===== config.mk =====
export PLATFORM = sky130hd
export DESIGN_NAME = bridge_mdev_flat
export DESIGN_NICKNAME = d
export VERILOG_FILES = /design/src/rtl/bridge_mdev_pkg.sv /design/src/rtl/bridge_mdev_if.sv /design/src/rtl/bridge_mdev_decode.sv /design/src/rtl/bridge_mdev.sv /design/src/flat_wrapper.sv
export SDC_FILE = /design/constraint.sdc
export NUM_CORES = 1
export LEC_CHECK = 0
export CAP_MARGIN = 20
export CORE_MARGIN = 4
export CORE_UTILIZATION = 40
export DETAILED_ROUTE_END_ITERATION = 10
export MAX_ROUTING_LAYER = met4
export PLACE_DENSITY_LB_ADDON = 0.08
export SLEW_MARGIN = 20
export SYNTH_ARGS = -nofsm -noshare
export SYNTH_HDL_FRONTEND = slang
export SYNTH_SLANG_ARGS = --single-unit
export TNS_END_PERCENT = 10

===== constraint.sdc =====
create_clock -name clk -period 3.55 [get_ports clk]
set_input_delay 0.5325 -clock clk [delete_from_list [all_inputs] [get_ports clk]]
set_output_delay 0.5325 -clock clk [all_outputs]
set_load 0.05 [all_outputs]

===== src/rtl/bridge_mdev_pkg.sv =====
// Shared constants and FSM state type for the multi-device system bridge.
package bridge_mdev_pkg;

    typedef enum logic [1:0] {
        StIdle = 2'd0,
        StWait = 2'd1,
        StDone = 2'd2
    } state_e;

    localparam int unsigned CTL_MASK   = 0;
    localparam int unsigned CTL_STATUS = 1;

    localparam logic [31:0] BUS_ERR_DATA = 32'h0;

endpackage


===== src/rtl/bridge_mdev_if.sv =====
// CPU data port, peripheral strobes and interrupt lines of the system bridge.
interface bridge_mdev_if #(
    parameter int unsigned NUM_DEV = 4,
    parameter int unsigned OFF_W   = 2
);

    logic [29:0]           pr_addr;
    logic [31:0]           pr_wd;
    logic                  pr_we;
    logic                  pr_re;
    logic [31:0]           pr_rd;
    logic                  pr_ready;
    logic                  pr_err;
    logic [OFF_W-1:0]      dev_addr;
    logic [31:0]           dev_wd;
    logic [NUM_DEV-1:0]    dev_we;
    logic [NUM_DEV-1:0]    dev_re;
    logic [32*NUM_DEV-1:0] dev_rd;
    logic [NUM_DEV-1:0]    dev_ack;
    logic [NUM_DEV-1:0]    dev_irq;
    logic [NUM_DEV-1:0]    hw_int;

    // Environment view: CPU plus peripherals.
    modport master (
        output pr_addr, pr_wd, pr_we, pr_re, dev_rd, dev_ack, dev_irq,
        input  pr_rd, pr_ready, pr_err, dev_addr, dev_wd, dev_we, dev_re, hw_int
    );

    // Bridge view.
    modport slave (
        input  pr_addr, pr_wd, pr_we, pr_re, dev_rd, dev_ack, dev_irq,
        output pr_rd, pr_ready, pr_err, dev_addr, dev_wd, dev_we, dev_re, hw_int
    );

endinterface


===== src/rtl/bridge_mdev_decode.sv =====
// Address decoder: maps a CPU word address onto device windows 0..NUM_DEV-1
// and the control window at index NUM_DEV.
module bridge_mdev_decode #(
    parameter int unsigned NUM_DEV   = 4,
    parameter logic [31:0] BASE_ADDR = 32'h0000_7F00,
    parameter int unsigned OFF_W     = 2,
    parameter int unsigned IDX_W     = $clog2(NUM_DEV + 1)
) (
    input  logic [29:0]      pr_addr,
    output logic [NUM_DEV:0] dev_hit,
    output logic [IDX_W-1:0] idx,
    output logic [OFF_W-1:0] off
);

    localparam int unsigned     WIN_W = 30 - OFF_W;
    localparam logic [WIN_W-1:0] WIN0 = BASE_ADDR[31:OFF_W+2];

    always_comb begin
        dev_hit = '0;
        idx     = '0;
        for (int unsigned i = 0; i <= NUM_DEV; i++) begin
            if (pr_addr[29:OFF_W] == WIN0 + WIN_W'(i)) begin
                dev_hit[i] = 1'b1;
                idx        = IDX_W'(i);
            end
        end
    end

    assign off = pr_addr[OFF_W-1:0];

endmodule


===== src/rtl/bridge_mdev.sv =====
// System bridge from the CPU data port to NUM_DEV peripherals with wait states,
// timeout errors and a masked interrupt aggregator.
module bridge_mdev
    import bridge_mdev_pkg::*;
#(
    parameter int unsigned NUM_DEV   = 4,
    parameter logic [31:0] BASE_ADDR = 32'h0000_7F00,
    parameter int unsigned OFF_W     = 2,
    parameter int unsigned TIMEOUT   = 16,
    parameter int unsigned CNT_W     = 5
) (
    input logic         clk,
    input logic         rst,
    bridge_mdev_if.slave bus
);

    localparam int unsigned IDX_W = $clog2(NUM_DEV + 1);

    logic [NUM_DEV:0]   dec_hit;
    logic [IDX_W-1:0]   dec_idx;
    logic [OFF_W-1:0]   dec_off;

    state_e             state_q;
    logic [IDX_W-1:0]   idx_q;
    logic               op_we_q;
    logic [CNT_W-1:0]   cnt_q;
    logic [NUM_DEV-1:0] mask_q;
    logic [NUM_DEV-1:0] irq_sync_q;

    logic               sel_ack;
    logic [31:0]        sel_rd;
    logic               req;
    logic               ctl_mask_hit;
    logic               ctl_status_hit;

    bridge_mdev_decode #(
        .NUM_DEV   (NUM_DEV),
        .BASE_ADDR (BASE_ADDR),
        .OFF_W     (OFF_W),
        .IDX_W     (IDX_W)
    ) u_decode (
        .pr_addr (bus.pr_addr),
        .dev_hit (dec_hit),
        .idx     (dec_idx),
        .off     (dec_off)
    );

    assign req            = bus.pr_we | bus.pr_re;
    assign ctl_mask_hit   = dec_hit[NUM_DEV] && (dec_off == OFF_W'(CTL_MASK));
    assign ctl_status_hit = dec_hit[NUM_DEV] && (dec_off == OFF_W'(CTL_STATUS));

    // Only the latched device's ack and read data are visible to the FSM.
    always_comb begin
        sel_ack = 1'b0;
        sel_rd  = '0;
        for (int unsigned i = 0; i < NUM_DEV; i++) begin
            if (idx_q == IDX_W'(i)) begin
                sel_ack = bus.dev_ack[i];
                sel_rd  = bus.dev_rd[32*i +: 32];
            end
        end
    end

    always_ff @(posedge clk) begin
        if (rst) begin
            state_q      <= StIdle;
            idx_q        <= '0;
            op_we_q      <= 1'b0;
            cnt_q        <= '0;
            mask_q       <= '0;
            irq_sync_q   <= '0;
            bus.pr_rd    <= '0;
            bus.pr_ready <= 1'b0;
            bus.pr_err   <= 1'b0;
            bus.dev_addr <= '0;
            bus.dev_wd   <= '0;
            bus.dev_we   <= '0;
            bus.dev_re   <= '0;
            bus.hw_int   <= '0;
        end else begin
            irq_sync_q   <= bus.dev_irq;
            bus.hw_int   <= irq_sync_q & mask_q;
            bus.pr_ready <= 1'b0;
            bus.pr_err   <= 1'b0;
            unique case (state_q)
                StIdle: begin
                    if (req && |dec_hit[NUM_DEV-1:0]) begin
                        bus.dev_addr <= dec_off;
                        bus.dev_wd   <= bus.pr_wd;
                        idx_q        <= dec_idx;
                        op_we_q      <= bus.pr_we;
                        cnt_q        <= '0;
                        bus.dev_we   <= bus.pr_we ? dec_hit[NUM_DEV-1:0] : '0;
                        bus.dev_re   <= bus.pr_we ? '0 : dec_hit[NUM_DEV-1:0];
                        state_q      <= StWait;
                    end else if (req) begin
                        bus.pr_ready <= 1'b1;
                        state_q      <= StDone;
                        if (ctl_mask_hit) begin
                            if (bus.pr_we) begin
                                mask_q    <= bus.pr_wd[NUM_DEV-1:0];
                                bus.pr_rd <= '0;
                            end else begin
                                bus.pr_rd <= {{(32 - NUM_DEV){1'b0}}, mask_q};
                            end
                        end else if (ctl_status_hit && !bus.pr_we) begin
                            bus.pr_rd <= {{(32 - NUM_DEV){1'b0}}, irq_sync_q};
                        end else begin
                            bus.pr_rd  <= BUS_ERR_DATA;
                            bus.pr_err <= 1'b1;
                        end
                    end
                end
                StWait: begin
                    // An ack arriving on the timeout cycle still completes cleanly.
                    if (sel_ack) begin
                        bus.pr_rd    <= op_we_q ? '0 : sel_rd;
                        bus.pr_ready <= 1'b1;
                        bus.dev_we   <= '0;
                        bus.dev_re   <= '0;
                        state_q      <= StDone;
                    end else if (cnt_q == CNT_W'(TIMEOUT - 1)) begin
                        bus.pr_rd    <= BUS_ERR_DATA;
                        bus.pr_err   <= 1'b1;
                        bus.pr_ready <= 1'b1;
                        bus.dev_we   <= '0;
                        bus.dev_re   <= '0;
                        state_q      <= StDone;
                    end else begin
                        cnt_q <= cnt_q + 1'b1;
                    end
                end
                StDone: begin
                    state_q <= StIdle;
                end
                default: begin
                    state_q <= StIdle;
                end
            endcase
        end
    end

endmodule


===== src/flat_wrapper.sv =====
// flat-port wrapper written by rule: the top's interface ports become plain ports
module bridge_mdev_flat import bridge_mdev_pkg::*;
#(
    parameter int unsigned NUM_DEV   = 4,
    parameter logic [31:0] BASE_ADDR = 32'h0000_7F00,
    parameter int unsigned OFF_W     = 2,
    parameter int unsigned TIMEOUT   = 16,
    parameter int unsigned CNT_W     = 5
)
  (clk, rst, bus_pr_addr, bus_pr_wd, bus_pr_we, bus_pr_re, bus_dev_rd, bus_dev_ack, bus_dev_irq, bus_pr_rd, bus_pr_ready, bus_pr_err, bus_dev_addr, bus_dev_wd, bus_dev_we, bus_dev_re, bus_hw_int);
  bridge_mdev_if #(.NUM_DEV(NUM_DEV), .OFF_W(OFF_W)) bus_i ();
  input logic clk;
  input logic rst;
  input wire logic [$bits(bus_i.pr_addr)-1:0] bus_pr_addr;
  input wire logic [$bits(bus_i.pr_wd)-1:0] bus_pr_wd;
  input wire logic [$bits(bus_i.pr_we)-1:0] bus_pr_we;
  input wire logic [$bits(bus_i.pr_re)-1:0] bus_pr_re;
  input wire logic [$bits(bus_i.dev_rd)-1:0] bus_dev_rd;
  input wire logic [$bits(bus_i.dev_ack)-1:0] bus_dev_ack;
  input wire logic [$bits(bus_i.dev_irq)-1:0] bus_dev_irq;
  output wire logic [$bits(bus_i.pr_rd)-1:0] bus_pr_rd;
  output wire logic [$bits(bus_i.pr_ready)-1:0] bus_pr_ready;
  output wire logic [$bits(bus_i.pr_err)-1:0] bus_pr_err;
  output wire logic [$bits(bus_i.dev_addr)-1:0] bus_dev_addr;
  output wire logic [$bits(bus_i.dev_wd)-1:0] bus_dev_wd;
  output wire logic [$bits(bus_i.dev_we)-1:0] bus_dev_we;
  output wire logic [$bits(bus_i.dev_re)-1:0] bus_dev_re;
  output wire logic [$bits(bus_i.hw_int)-1:0] bus_hw_int;
  assign bus_i.pr_addr = bus_pr_addr;
  assign bus_i.pr_wd = bus_pr_wd;
  assign bus_i.pr_we = bus_pr_we;
  assign bus_i.pr_re = bus_pr_re;
  assign bus_i.dev_rd = bus_dev_rd;
  assign bus_i.dev_ack = bus_dev_ack;
  assign bus_i.dev_irq = bus_dev_irq;
  assign bus_pr_rd = bus_i.pr_rd;
  assign bus_pr_ready = bus_i.pr_ready;
  assign bus_pr_err = bus_i.pr_err;
  assign bus_dev_addr = bus_i.dev_addr;
  assign bus_dev_wd = bus_i.dev_wd;
  assign bus_dev_we = bus_i.dev_we;
  assign bus_dev_re = bus_i.dev_re;
  assign bus_hw_int = bus_i.hw_int;
  bridge_mdev #(.NUM_DEV(NUM_DEV), .BASE_ADDR(BASE_ADDR), .OFF_W(OFF_W), .TIMEOUT(TIMEOUT), .CNT_W(CNT_W)) u_core (.clk(clk), .rst(rst), .bus(bus_i));
endmodule

==> impl_metrics.tcl, run 1 <==
set metrics [dict create \
    outcome "completed" \
    cts.sinks 99 \
    drive_gt1_share_pct 6.34 \
    clk_latency_ps 340 \
    final_cell_count_no_fill 913 \
    fin_crit_sh_pct 73.9 \
    grt_util_all_layers_pct 26.6 \
    first_iter_violations 323 \
    p_leak_nw 2.82 \
    tns_ps 0 \
    p_per_area_nw_per_um2 333 \
    dieArea_um2 13300 \
    cp_max_fo 33 \
    place_area_um2 7470 \
    critical_path.reg2reg.startpoint "u_core.idx_q[1]" \
    grt_pass1_vias 5302 \
    dp.cells 898 \
    yosysSeqAreaShare_pct 43.1 \
    gr-total-overflow 0 \
    vias 5011 \
    crit_required_ps 3810 \
    drv_cap 0 \
    max_slew_margin_pct 29.3 \
    synth_cell_type_count 50 \
    holdWs_ps 453 \
    coreArea_um2 11000 \
    ys_seq_elements 99 \
    finClkSkew_ps 9.02 \
    end_kind "flop" \
    fin_nets 973 \
    clockBufferDepth 2 \
    cts_tree "built" \
    rows 38 \
    cts_buffers 9 \
    tightestPinTransition_ps 1060 \
    ant_nets 0 \
    ios 282 \
    cp_common_cell "buf_4" \
    hold-path-endpoint "u_core.bus.dev_wd[31]" \
    hold_start "u_core.bus.dev_wd[31]" \
    min_path_cells 2 \
    rsz0062_at_grt "no" \
    die_y_um 115 \
    diodes 0 \
    antenna_found_initial 0 \
    clk_pin_slew_ps 70 \
    postSynthAreaPerCell_um2 8.99 \
    synth-async-reset-ratio_pct 0 \
    root_buffer "clkbuf_16" \
    ctsHoldBuffers 0 \
    reg2reg_slack_ps 930 \
    drc 0 \
    dp_hpwl_um 13500 \
    reg2reg_to "u_core.bus.pr_rd[11]" \
    grt_max_degree 47 \
    synth_edf_count 0 \
    synth_warnings 0 \
    port-buffer-count 281 \
    crit_slowest_cell "a221oi_1" \
    postCtsSetupBuffers 0 \
    finalWirelength_um 17600 \
    ir_drop_uv 298 \
    hold_viol 0 \
    area_growth_pct 70.0 \
    cpPeakStageDelay_ps 380 \
    via_per_inst 5.49 \
    initial_core_util_pct 41.7 \
    ys.flop_type "dfxtp_1" \
    stdcell_area_um2 7810 \
    clock.fmax_mhz 381 \
    mappedNetlistNets 715 \
    cts-resized-gates 0 \
    fp.dieW_um 115 \
    min_path_type "flop to flop" \
    fillCellCount 869 \
    path_class "flop to flop" \
    synth_area_um2 4590 \
    final-setup-viol-count 0 \
    period_needed_ps 2620 \
    post-route-util_pct 70.8 \
    drtPass1Iterations 5 \
    drv_slew 0 \
    path_cells "buf_4, mux2_4, a221oi_1, nor2_1, a211oi_4, buf_4, o2bb2ai_1" \
    arrival_ps 2880 \
    ff2ff_path_depth 7 \
    h-tree-depth 3 \
    grt_pass1_wl_um 26800 \
    worstSetupStartpointType "flop" \
    routedWlPerCell_um 19.3 \
    synthCells 511 \
    gp_congestion 0.901 \
]
layout by cell type, fill, tap and decap left out, types with 3 or more instances in the layout:
cell,instances
a211o_1,28
a211oi_1,4
a21oi_1,41
a311oi_1,4
a31o_2,8
and3_1,8
buf_4,8
bufinv_16,3
clkbuf_16,9
clkdlybuf4s50_1,280
dfxtp_1,98
inv_1,3
mux2i_1,7
mux4_2,4
nand2_1,85
nand2b_1,3
nand3_1,11
nor2_1,18
nor2b_1,34
nor3_1,5
nor4_1,4
nor4b_1,8
o221ai_1,28
o2bb2ai_1,28
or2_2,4
worst max path at each step:
| stage | from | to | slack, ps | cells past startpoint |
|---|---|---|---|---|
| final | u_core.idx_q[1] | u_core.bus.pr_rd[11] | 930 | 7 |
| after global routing | u_core.idx_q[1] | u_core.bus.pr_rd[11] | 760 | 7 |
| after CTS | u_core.idx_q[1] | u_core.bus.pr_rd[11] | 970 | 7 |
| after detailed placement | bus_pr_addr[27] | u_core.bus.dev_we[2] | 720 | 7 |
| after global placement | bus_dev_ack[2] | u_core.bus.pr_rd[30] | 820 | 7 |
| after floorplan | bus_pr_addr[27] | u_core.bus.dev_re[0] | 1230 | 6 |
where the power goes:
group / total, W / internal, W / switching, W
combinational: 0.000368 / 0.000250 / 0.000119
sequential: 0.00112 / 0.00112 / 0.00000474
clock: 0.00111 / 0.000688 / 0.000422
critical path, delay by kind of cell (launching register included):
kind | cells | cell delay (ps)
multiplexers | 1 | 350
buffers and inverters | 2 | 670
AO/OA/AOI/OAI | 3 | 830
AND/OR/NAND/NOR | 1 | 320
flip-flops | 1 | 350
stage by stage:
step	power (W)	worst slack (ps)
after floorplan	0.00126	1230
after global placement	0.00151	821
after detailed placement	0.00151	725
after CTS	0.00261	975
after global routing	0.00268	761
final	0.00260	927
cell type report:
| class | instances | area [um^2] | area share [%] |
|---|---|---|---|
| repair buffers | 289 | 2870 | 36.7 |
| well taps | 140 | 175 | 2.24 |
| inverters | 3 | 11.3 | 0.144 |
| clock buffers | 9 | 225 | 2.88 |
| multi-input cells | 367 | 2430 | 31.2 |
| clock inverters | 6 | 113 | 1.44 |
| flip-flops and latches | 99 | 1980 | 25.4 |
state kept, by name (all words and copies together) (netlist names), 4 cells and up:
register / count
u_core.bus.dev_re: 4
u_core.mask_q: 4
u_core.cnt_q: 5
u_core.bus.dev_wd: 32
u_core.irq_sync_q: 4
u_core.bus.dev_we: 4
u_core.bus.hw_int: 4
u_core.bus.pr_rd: 32
layer usage:
layer  global-route usage, %  part of all wire [%]  vias up
met5                       -                     0        -
met3                    6.58                   8.0       28
li1                        -                     -     2408
met2                    47.4                    52      223
met4                    7.59                   2.3        0
met1                    29.3                    37     2352
kinds of logic after synthesis:
family | after synthesis | synth area share (%)
compound gates | 152 | 25.5
simple gates | 198 | 22.2
fa+ha+maj | 2 | 0.545
xor+xnor | 1 | 0.191
flops | 99 | 43.1
mux | 14 | 4.30
buf+inv | 45 | 4.11
cell usage after synthesis, types with 4 or more instances:
cell type	n	area share, %
dfxtp_1	99	43
nand2_1	85	6.9
a21oi_1	41	4.5
clkbuf_1	35	2.9
nor2b_1	34	4.6
a211o_1	28	5.3
o221ai_1	28	5.3
o2bb2ai_1	28	5.3
nor2_1	18	1.5
nand3_1	11	1.2
a31o_2	8	1.5
and3_1	8	1.1
nor4b_1	8	1.5
mux2i_1	7	1.5
nor3_1	5	0.54
a211oi_1	4	0.65
a311oi_1	4	0.76
mux4_2	4	2.0
nand2b_1	4	0.54
nor4_1	4	0.54
or2_2	4	0.54
(Power assumes the default switching activity.)
==> run 2, diff against run 1 <==
--- a/config.mk
+++ b/config.mk
@@ -7,7 +7,7 @@
 export LEC_CHECK = 0
 export CAP_MARGIN = 20
 export CORE_MARGIN = 4
-export CORE_UTILIZATION = 40
+export CORE_UTILIZATION = 37
 export DETAILED_ROUTE_END_ITERATION = 10
 export MAX_ROUTING_LAYER = met4
 export PLACE_DENSITY_LB_ADDON = 0.08
==> constraint.sdc (replaced) <==
create_clock -name clk -period 2.5 [get_ports clk]
set_input_delay 0.375 -clock clk [delete_from_list [all_inputs] [get_ports clk]]
set_output_delay 0.375 -clock clk [all_outputs]
set_load 0.05 [all_outputs]
==> impl_metrics.tcl, run 2 (same netlist as run 1, synthesis figures left out) <==
set metrics [dict create \
    outcome "completed" \
    ant_nets 0 \
    via_per_inst 5.23 \
    reg2reg_slack_ps 240 \
    clockBufferDepth 2 \
    drtPass1Iterations 5 \
    holdWs_ps 449 \
    dp_slack_ps -1.46 \
    clock.fmax_mhz 443 \
    p_leak_nw 2.85 \
    ctsHoldBuffers 0 \
    hold_viol 0 \
    critical_path.reg2reg.startpoint "u_core.cnt_q[0]" \
    diodes 0 \
    h-tree-depth 3 \
    cp_common_cell "ha_1" \
    grt_util_all_layers_pct 23.8 \
    port-buffer-count 281 \
    initial_core_util_pct 38.1 \
    place_area_um2 7620 \
    crit_slowest_cell "dfxtp_1" \
    dieArea_um2 14300 \
    worstSetupStartpointType "flop" \
    gp_congestion 0.835 \
    grt_pass1_wl_um 26800 \
    fillCellCount 1029 \
    die_y_um 119 \
    post-route-util_pct 65.6 \
    crit_required_ps 2760 \
    area_growth_pct 72.2 \
    end_kind "flop" \
    reg2reg_to "u_core.bus.pr_rd[31]" \
    coreArea_um2 12100 \
    rsz0062_at_grt "no" \
    tightestPinTransition_ps 581 \
    arrival_ps 2510 \
    rows 40 \
    clk_latency_ps 330 \
    final-setup-viol-count 0 \
    ios 282 \
    routedWlPerCell_um 17.8 \
    vias 4983 \
    fin_crit_sh_pct 90.2 \
    cts_buffers 9 \
    cts-resized-gates 0 \
    path_cells "ha_1, and3_1, ha_1, a221oi_1, nor2_1, a211oi_4, buf_12, o2bb2ai_1" \
    finalWirelength_um 17000 \
    drv_slew 0 \
    first_iter_violations 239 \
    path_class "flop to flop" \
    dp_hpwl_um 13200 \
    fin_ws_ps 244 \
    grt_max_degree 47 \
    layout_common_cells "280 x clkdlybuf4s50_1, 98 x dfxtp_1, 85 x nand2_1" \
    grt_pass1_vias 5334 \
    tns_ps 0 \
    postCtsSetupBuffers 0 \
    fin_nets 983 \
    final_common_cell "clkdlybuf4s50_1" \
    min_path_type "flop to flop" \
    root_buffer "clkbuf_16" \
    layout_top_registers "u_core.bus.dev_wd x32, u_core.bus.pr_rd x32, u_core.cnt_q x5" \
    antenna_found_initial 0 \
    cts_tree "built" \
    p_per_area_nw_per_um2 440 \
    startpoint "u_core.cnt_q[0]" \
    setup.worst_path.end "u_core.bus.pr_rd[31]" \
    max_slew_margin_pct 61.0 \
    ff2ff_path_depth 8 \
    stdcell_area_um2 7910 \
    finClkSkew_ps 10.1 \
    cts.sinks 99 \
    cp_max_fo 28 \
    clk_pin_slew_ps 60 \
    drive_gt1_share_pct 7.40 \
    cpPeakStageDelay_ps 340 \
    ir_drop_uv 297 \
    gr-total-overflow 0 \
    period_needed_ps 2260 \
    drv_cap 0 \
    fp.dieW_um 119 \
    drc 0 \
]
## run 2: changes by cell type in the layout (fill, tap and decap cells not counted)
| cell | delta |
|---|---|
| buf_12 | +3 |
| buf_4 | +7 |
| bufinv_16 | -2 |
| clkbuf_1 | +1 |
| clkinv_2 | +1 |
| clkinvlp_4 | +1 |
| nand2b_1 | +1 |
| nand2b_2 | -1 |
## run 2: stage by stage
stage / power, W / std cells
2_1_floorplan: 0.00179 / 511
3_3_place_gp: 0.00215 / 936
3_5_place_dp: 0.00216 / 936
4_1_cts: 0.00352 / 952
5_1_grt: 0.00363 / 952
6_report: 0.00348 / 952
## run 2: worst min path at each step
| stage | from | end | cells after the start |
|---|---|---|---|
| global placement | u_core.bus.dev_wd[18] | u_core.bus.dev_wd[18] | 2 |
| floorplan | u_core.op_we_q | u_core.op_we_q | 2 |
| CTS | u_core.bus.dev_wd[17] | u_core.bus.dev_wd[17] | 2 |
| finish | u_core.bus.dev_wd[17] | u_core.bus.dev_wd[17] | 2 |
| detailed placement | u_core.bus.dev_addr[0] | u_core.bus.dev_addr[0] | 2 |
| global route | u_core.bus.dev_wd[6] | u_core.bus.dev_wd[6] | 2 |
## run 2: power by group
part / switching (W) / internal, W
clock network: 0.000586 / 0.000778
registers: 0.00000613 / 0.00159
logic: 0.000165 / 0.000361
total: 0.000757 / 0.00273
## run 2: final cells by class
class / count / area [um^2] / area share, %
timing repair buffer: 299 / 2980 / 37.7
multi-input combinational: 367 / 2430 / 30.7
sequential: 99 / 1980 / 25.1
clock buffer: 10 / 229 / 2.89
tap: 168 / 210 / 2.66
clock inverter: 6 / 65.1 / 0.822
inverter: 3 / 11.3 / 0.142
## run 2: routing by layer
layer	share of wire, %	wire [um]	GRT usage (%)
met4	2.5	427	6.94
met1	39	6660	27.3
met5	0	0	-
met3	9.4	1590	8.07
met2	49	8300	39.6
## run 2: critical path, delay by kind of cell, from the launching register on
family,cells,cell delay [ps]
compound gates,3,760
fa+ha+maj,2,460
simple gates,2,410
flops,1,340
buf+inv,1,210
==> run 3, diff against run 2 <==
--- a/config.mk
+++ b/config.mk
@@ -10,7 +10,7 @@
 export CORE_UTILIZATION = 37
 export DETAILED_ROUTE_END_ITERATION = 10
 export MAX_ROUTING_LAYER = met4
-export PLACE_DENSITY_LB_ADDON = 0.08
+export PLACE_DENSITY = 0.84
 export SLEW_MARGIN = 20
 export SYNTH_ARGS = -nofsm -noshare
 export SYNTH_HDL_FRONTEND = slang
==> impl_metrics.tcl, run 3 (same netlist as run 1, synthesis figures left out) <==
set metrics [dict create \
    outcome "completed" \
    port-buffer-count 281 \
    clockBufferDepth 2 \
    h-tree-depth 3 \
    critical_path.reg2reg.startpoint "u_core.cnt_q[0]" \
    fillCellCount 957 \
    reg2reg_slack_ps 230 \
    antenna_found_initial 0 \
    final-setup-viol-count 0 \
    layout_top_registers "u_core.bus.dev_wd x32, u_core.bus.pr_rd x32, u_core.cnt_q x5" \
    die_y_um 119 \
    rows 40 \
    end_kind "flop" \
    clock.fmax_mhz 440 \
    final_common_cell "clkdlybuf4s50_1" \
    routedWlPerCell_um 18.4 \
    drtPass1Iterations 5 \
    finClkSkew_ps 6.87 \
    max_slew_margin_pct 31.3 \
    period_needed_ps 2270 \
    final_cell_count_no_fill 953 \
    dp_hpwl_um 13700 \
    dp_slack_ps -4.04 \
    gp_congestion 0.880 \
    cts_buffers 9 \
    ant_nets 0 \
    area_growth_pct 71.8 \
    cts.sinks 99 \
    path_class "flop to flop" \
    dieArea_um2 14300 \
    path_cells "ha_1, and3_1, ha_1, a221oi_1, nor2_1, a211oi_4, buf_12, o2bb2ai_1" \
    drive_gt1_share_pct 7.64 \
    ir_drop_uv 288 \
    drv_slew 0 \
    min_path_type "primary input to flop" \
    crit_required_ps 2760 \
    via_per_inst 5.40 \
    hold_start "rst" \
    drv_cap 0 \
    power.total_w 0.00344 \
    p_per_area_nw_per_um2 436 \
    finalWirelength_um 17600 \
    cp_common_cell "ha_1" \
    first_iter_violations 355 \
    gr-total-overflow 0 \
    fp.dieW_um 119 \
    crit_slowest_cell "dfxtp_1" \
    ff2ff_path_depth 8 \
    tightestPinTransition_ps 1030 \
    grt_max_degree 44 \
    cts-resized-gates 0 \
    grt_pass1_vias 5376 \
    worstSetupStartpointType "flop" \
    coreArea_um2 12100 \
    post-route-util_pct 65.4 \
    grt_util_all_layers_pct 24.3 \
    min_path_cells 2 \
    initial_core_util_pct 38.1 \
    p_leak_nw 2.85 \
    vias 5149 \
    layout_common_cells "280 x clkdlybuf4s50_1, 98 x dfxtp_1, 85 x nand2_1" \
    clk_pin_slew_ps 70 \
    hold_viol 0 \
    cpPeakStageDelay_ps 340 \
    cp_max_fo 28 \
    ctsHoldBuffers 0 \
    postCtsSetupBuffers 0 \
    reg2reg_to "u_core.bus.pr_rd[31]" \
    root_buffer "clkbuf_16" \
    dp.cells 937 \
    rsz0062_at_grt "no" \
    arrival_ps 2530 \
    holdWs_ps 428 \
    clk_latency_ps 330 \
    fin_crit_sh_pct 90.8 \
    hold-path-endpoint "u_core.bus.dev_addr[1]" \
    cts_tree "built" \
    drc 0 \
    diodes 0 \
    fin_ws_ps 229 \
    fin_nets 984 \
    ios 282 \
    grt_pass1_wl_um 27100 \
]
## run 3: how the worst max path moves through the flow
stage | startpoint | endpoint
final | u_core.cnt_q[0] | u_core.bus.pr_rd[31]
after floorplan | bus_pr_addr[27] | u_core.bus.dev_re[0]
after global routing | u_core.cnt_q[0] | u_core.bus.pr_rd[31]
after global placement | bus_pr_addr[9] | u_core.bus.dev_re[0]
after detailed placement | bus_pr_addr[24] | u_core.bus.dev_wd[11]
after CTS | u_core.cnt_q[0] | u_core.bus.dev_we[2]
## run 3: power breakdown
part,switching [W],internal [W]
logic,0.000173,0.000362
registers,0.00000618,0.00159
clock network,0.000609,0.000703
## run 3: stage by stage
stage          setup TNS [ps]  instance area (um^2)
4_1_cts                     0                  7890
6_report                    0                  7890
5_1_grt                     0                  7890
3_3_place_gp                0                  7610
3_5_place_dp            -4.04                  7610
2_1_floorplan               0                  4590
## run 3: final cells by class
| type | instances | area, um^2 | share of cell area (%) |
|---|---|---|---|
| Sequential cell | 99 | 1980 | 25.1 |
| Clock inverter | 6 | 40.0 | 0.507 |
| Tap cell | 168 | 210 | 2.66 |
| Multi-Input combinational cell | 367 | 2430 | 30.8 |
| Clock buffer | 10 | 239 | 3.03 |
| Inverter | 3 | 11.3 | 0.143 |
| Timing Repair Buffer | 300 | 2980 | 37.7 |
## run 3: layer usage
layer	up-vias	wire (um)	global-route usage (%)
met5	-	0	-
met2	235	9150	43.4
met1	2430	6630	26.1
met3	41	1240	4.84
met4	0	550	10.2
li1	2443	-	-
## run 3: worst max-delay path, delay by kind of cell (launching register included)
| family | cells | cell delay (ps) |
|---|---|---|
| and+or+nand+nor | 2 | 410 |
| DFF | 1 | 340 |
| buffers and inverters | 1 | 210 |
| adders and majority gates | 2 | 460 |
| AOI/OAI and AO/OA | 3 | 740 |
